--- config.mk ---
export PLATFORM = sky130hd
export DESIGN_NAME = aes_iter_core
export DESIGN_NICKNAME = d
export VERILOG_FILES = /design/src/rtl/aes_iter_core.sv
export SDC_FILE = /design/constraint.sdc
export NUM_CORES = 2
export LEC_CHECK = 0
export CAP_MARGIN = 10
export CELL_PAD_IN_SITES_DETAIL_PLACEMENT = 2
export CELL_PAD_IN_SITES_GLOBAL_PLACEMENT = 2
export CORE_ASPECT_RATIO = 0.75
export CORE_MARGIN = 3
export CORE_UTILIZATION = 37
export DETAILED_ROUTE_END_ITERATION = 10
export PLACE_DENSITY = 0.83
export SLEW_MARGIN = 0
export SYNTH_ARGS = -nofsm -noshare
export SYNTH_HDL_FRONTEND = slang
export SYNTH_SLANG_ARGS = --single-unit
--- constraint.sdc ---
create_clock -name clk -period 6.6 [get_ports clk]
set_clock_uncertainty 0.05 [all_clocks]
set_input_delay 1.32 -clock clk [delete_from_list [all_inputs] [get_ports clk]]
set_output_delay 1.32 -clock clk [all_outputs]
set_load 0.1 [all_outputs]
--- src/rtl/aes_iter_core.sv ---
// aes_iter_core: iterative AES-128/256 encryptor, one round per clock, round keys expanded on the fly
module aes_iter_core #(
    parameter int KEY_LEN = 128
) (
    input  logic               clk,
    input  logic               rst_n,
    input  logic               in_valid,
    output logic               in_ready,
    input  logic [127:0]       din,
    input  logic [KEY_LEN-1:0] key,
    output logic               out_valid,
    input  logic               out_ready,
    output logic [127:0]       dout,
    output logic               busy
);
    localparam int NR = (KEY_LEN == 256) ? 14 : 10;
    localparam logic [2047:0] SBOX = {
        128'h637c777bf26b6fc53001672bfed7ab76, 128'hca82c97dfa5947f0add4a2af9ca472c0,
        128'hb7fd9326363ff7cc34a5e5f171d83115, 128'h04c723c31896059a071280e2eb27b275,
        128'h09832c1a1b6e5aa0523bd6b329e32f84, 128'h53d100ed20fcb15b6acbbe394a4c58cf,
        128'hd0efaafb434d338545f9027f503c9fa8, 128'h51a3408f929d38f5bcb6da2110fff3d2,
        128'hcd0c13ec5f974417c4a77e3d645d1973, 128'h60814fdc222a908846eeb814de5e0bdb,
        128'he0323a0a4906245cc2d3ac629195e479, 128'he7c8376d8dd54ea96c56f4ea657aae08,
        128'hba78252e1ca6b4c6e8dd741f4bbd8b8a, 128'h703eb5664803f60e613557b986c11d9e,
        128'he1f8981169d98e949b1e87e9ce5528df, 128'h8ca1890dbfe6426841992d0fb054bb16
    };
    typedef enum logic [1:0] {IDLE, ROUND, DONE} state_t;
    state_t r_fsm;
    logic [127:0] r_state, r_dout, w_sr, w_mc, w_next, w_rk, w_round;
    logic [KEY_LEN-1:0] r_key, w_key_nx;
    logic [3:0] r_cnt;
    logic [7:0] r_rcon;
    logic [31:0] w_last, w_temp, w_acc;
    logic w_rot, w_final;

    function automatic logic [7:0] sb(input logic [7:0] b);
        return SBOX[{~b, 3'b111} -: 8];
    endfunction

    function automatic logic [31:0] sub_word(input logic [31:0] w);
        return {sb(w[31:24]), sb(w[23:16]), sb(w[15:8]), sb(w[7:0])};
    endfunction

    function automatic logic [7:0] xt(input logic [7:0] b);
        return {b[6:0], 1'b0} ^ (b[7] ? 8'h1b : 8'h00);
    endfunction

    function automatic logic [31:0] mix(input logic [31:0] c);
        logic [7:0] a0, a1, a2, a3;
        {a0, a1, a2, a3} = c;
        return {xt(a0) ^ xt(a1) ^ a1 ^ a2 ^ a3,
                a0 ^ xt(a1) ^ xt(a2) ^ a2 ^ a3,
                a0 ^ a1 ^ xt(a2) ^ xt(a3) ^ a3,
                xt(a0) ^ a0 ^ a1 ^ a2 ^ xt(a3)};
    endfunction

    always_comb begin
        w_sr = '0;
        w_mc = '0;
        for (int c = 0; c < 4; c++)
            for (int r = 0; r < 4; r++)
                w_sr[127 - 8*(4*c + r) -: 8] = sb(r_state[127 - 8*(4*((c + r) % 4) + r) -: 8]);
        for (int c = 0; c < 4; c++)
            w_mc[127 - 32*c -: 32] = mix(w_sr[127 - 32*c -: 32]);
    end

    // AES-256 alternates RotWord+Rcon (odd rounds) with SubWord-only steps
    assign w_last  = r_key[31:0];
    assign w_rot   = (KEY_LEN == 128) || r_cnt[0];
    assign w_temp  = w_rot ? sub_word({w_last[23:0], w_last[31:24]}) ^ {r_rcon, 24'h0} : sub_word(w_last);
    assign w_final = (r_cnt == 4'(NR));
    assign w_round = (w_final ? w_sr : w_mc) ^ w_rk;

    always_comb begin
        w_acc  = w_temp;
        w_next = '0;
        for (int i = 0; i < 4; i++) begin
            w_acc = w_acc ^ r_key[KEY_LEN-1-32*i -: 32];
            w_next[127 - 32*i -: 32] = w_acc;
        end
    end

    // 256-bit key register holds {previous round key, current round key}
    if (KEY_LEN == 128) begin : g_k128
        assign w_rk     = w_next;
        assign w_key_nx = w_next;
    end else begin : g_k256
        assign w_rk     = r_key[127:0];
        assign w_key_nx = {r_key[127:0], w_next};
    end

    assign in_ready  = rst_n && (r_fsm == IDLE);
    assign out_valid = (r_fsm == DONE);
    assign busy      = (r_fsm == ROUND);
    assign dout      = r_dout;

    always_ff @(posedge clk or negedge rst_n) begin
        if (!rst_n) begin
            r_fsm   <= IDLE;
            r_state <= '0;
            r_key   <= '0;
            r_cnt   <= '0;
            r_rcon  <= 8'h01;
            r_dout  <= '0;
        end else begin
            case (r_fsm)
                IDLE: if (in_valid) begin
                    r_state <= din ^ key[KEY_LEN-1 -: 128];
                    r_key   <= key;
                    r_cnt   <= 4'd1;
                    r_rcon  <= 8'h01;
                    r_fsm   <= ROUND;
                end
                ROUND: begin
                    r_state <= w_round;
                    r_key   <= w_key_nx;
                    r_cnt   <= r_cnt + 4'd1;
                    if (w_rot) r_rcon <= xt(r_rcon);
                    if (w_final) begin
                        r_dout <= w_round;
                        r_cnt  <= '0;
                        r_fsm  <= DONE;
                    end
                end
                DONE: if (out_ready) r_fsm <= IDLE;
                default: r_fsm <= IDLE;
            endcase
        end
    end
endmodule

==> impl_results.md <==
* Ys async rst share at 1.000
* CP Buf/Inv Count at 3
* Routed Antenna Nets at 0
* Reg2reg setup slack at -6 ps
* Seq/Total Area, Yosys at 0.1066
* Required @ worst endpoint at about 7000 ps
* Failing checks: setup timing
* Tot GR Track Use at 0.4864
* Pre-CTS WS at roughly 240 ps
* Final hold vios at 0
* Cells along the critical path: inv_1, ha_1, buf_4, nor2_1, o21ai_0, a311oi_1, a31oi_1, mux4_2, xor2_2, buf_4, xor2_2, xor2_2, xnor2_1, xnor2_1, o21ai_1
* RSZ-0062 raised after global routing: false
* Met1 wire length at between 200,000 and 300,000 um
* Mean Syn Cell Area at around 6.9 sq um
* Post-layout min period at ~6600 ps
* Final setup margin at -5.618 ps
* Max Fclk at around 150 MHz
* Drt wl/cell at approximately 40 um
* Total stage count of the critical path at 15
* Hold Crit Class: register to register
* Final #Nets at ~14k
* Maxcap violations at 0
* Clock buffer count from CTS at 57
* Post-synth EDFFs at 0
* Yosys warns at 0
* Worst-Skew Late Latency at between 700 and 800 ps
* CTS tree: yes
* Post-Syn Area at between 90,000 and 100,000 sq um
* I/O Buffers at 390
* Reg-to-reg startpoint: r_key[24]
* Post-Layout Inst Area at between 100,000 and 150,000 sq um
* Slew Viols, Final at 0
* Final period util at 1.001
* Sink Count at slightly below 400
* Met2 wire len at roughly 250,000 um
* Crit path largest cell delay at just under 800 ps
* Post-CTS setup buffers at 0
* Worst-path clk slew at 60 ps
* FF-to-FF path depth at 15
* Status: finished with violations
* Routed WL at 660,900 um
* # setup viols final at 1
* Hold_ws at 437.7 ps
* Top FF cell, synth: dfrtp_1
* Crit-path leading delay family: XOR/XNOR gates
* Most frequent cells in the layout: 1,277 x o21ai_0, 1,240 x nand2_1, 1,214 x a21oi_1
* Clock root buffer: clkbuf_16
* Most common cell after layout, fill and taps aside: o21ai_0
* Layout cell share with drive strength beyond 1 at 0.1008
* Vias per cell at 7.448
* Core ar. at roughly 250,000 sq um
* WHS Path Cells at 2
* Top routing layer in use: met5
* Met3 routed WL at roughly 96,000 um
* Worst path slowest cell: xor2_2
* Yosys reg bits at between 300 and 400
* H-tree depth at 2
* Post-DP HPWL at 495,600 um
* WP data arrival at 7110 ps
* First-pass GRT wire length at slightly above 900,000 um
* DIE HEIGHT at approximately 440 um
* DR iter-0 viols at between 20k and 25k
* Initial antenna violation count at 38
* Die W at roughly 590 um
* Io pins at 391
* Gr ovfl total at 0
* Via count of the routed design at roughly 120k
* CP startpoint: r_key[24]
* Hold Crit Start: dout[86]
* WS Path Type: register to register
* Most frequent CP cell: xor2_2
* DRC viols at 0
* Area delta synth->final at 9.286%
* Netlist cell types at 120
* CP startpoint kind: register
* Vias in the first global route at ~120k
* Starting Density at 0.3726
* Final core utilization at 0.4072
* Total number of placement rows at around 160
* Initial DRT Pass Iterations at 7
* Largest net degree at the start of global routing at around 130
* Placed Instance Area at between 100,000 and 150,000 sq um
* Post-Syn Nets at roughly 14k
* Slew margin rel. at 0.03864
* Crit path max fanout at 13
* RePlAce Congestion at 1.105
* Least-Margin Pin Slew at between 1000 and 1500 ps
* Die area at 258,700 sq um
* Worst setup EP type: register
* Clock tree buffer depth at 3
* Synth Instances at approximately 14k
-- worst reg2reg max path, cell delays in order (launching register included) --
cell and delay (ps):
dfrtp_1 350, inv_1 340, ha_1 620, buf_4 270, nor2_1 370, o21ai_0 300
a311oi_1 460, a31oi_1 150, mux4_2 590, xor2_2 150, buf_4 260, xor2_2 300
xor2_2 770, xnor2_1 440, xnor2_1 730, o21ai_1 270
-- Yosys cell counts (82+ instances only) --
cell,n,area share
a211o_1,90,0.0084
a211oi_1,253,0.020
a21oi_1,1214,0.065
a221oi_1,94,0.0088
a22oi_1,136,0.011
a311oi_1,183,0.017
a31oi_1,317,0.021
and2_1,106,0.0071
buf_1,141,0.0057
buf_2,444,0.024
clkbuf_1,898,0.036
dfrtp_1,397,0.11
ha_1,290,0.039
inv_1,163,0.0065
mux2i_1,130,0.014
mux4_2,217,0.052
nand2_1,1243,0.050
nand2b_1,425,0.028
nand3_1,465,0.025
nor2_1,1027,0.041
nor2b_1,379,0.025
nor3_1,468,0.025
o211ai_1,242,0.019
o21ai_0,1277,0.068
o221ai_1,106,0.0099
o22ai_1,156,0.010
o311ai_0,153,0.014
o31ai_1,142,0.011
or2_2,107,0.0072
or3_1,82,0.0055
xnor2_1,596,0.056
xor2_1,288,0.027
-- layout make-up --
class | count | area, sq um
fill | 29675 | 148700
multi-input combinational | 11476 | 76140
sequential | 398 | 10100
timing repair buffer | 1010 | 8899
tap | 3381 | 4230
clock buffer | 76 | 1568
inverter | 211 | 799.5
clock inverter | 29 | 372.9
antenna | 12 | 30.03
-- per-stage QoR --
stage | TNS, ps | std cells
after floorplan | 0 | 13633
after global placement | 0 | 16475
after detailed placement | 0 | 16475
after CTS | 0 | 16580
after global routing | 0 | 16582
final | -5.618 | 16593
-- flip-flops by register name (all words and copies together), names as in the netlist --
| register | flops |
|---|---|
| dout | 128 |
| r_fsm | 2 |
| r_state | 128 |
| r_cnt | 4 |
| r_rcon | 8 |
| r_key | 128 |
-- logic make-up (layout without fill, tap and decap cells) --
logic type,after synthesis,in the layout,share of synthesized area
flip-flops,398,398,0.1066
buffers and inverters,1759,1326,0.07977
other,0,12,0
adder cells (fa/ha/maj),291,291,0.03893
XOR/XNOR,966,966,0.09889
AND/OR/NAND/NOR,4649,4649,0.2409
AO/OA/AOI/OAI,5178,5178,0.3631
multiplexers,392,392,0.07186
-- routing by layer --
layer	up-vias	GRT usage
met3	1766	0.1780
met4	36	0.2607
li1	49671	-
met2	9430	0.6557
met1	62689	0.6635
met5	-	0
-- path summary, 6_finish.rpt --
kind	end
max	r_state[1]
min	dout[86]
max reg2reg	r_state[1]
min reg2reg	dout[86]
max in group asynchronous	r_key[3]
min in group asynchronous	r_key[32]
-- what timing repair did --
action / 4_1_cts / 5_1_grt
endpoints found under the setup margin: 0 / 8
hold buffers: 0 / 0
gates resized for setup: 0 / 2
Power is not shown: default switching activity piles up to over one toggle a cycle in this logic, so the estimate is an artifact.
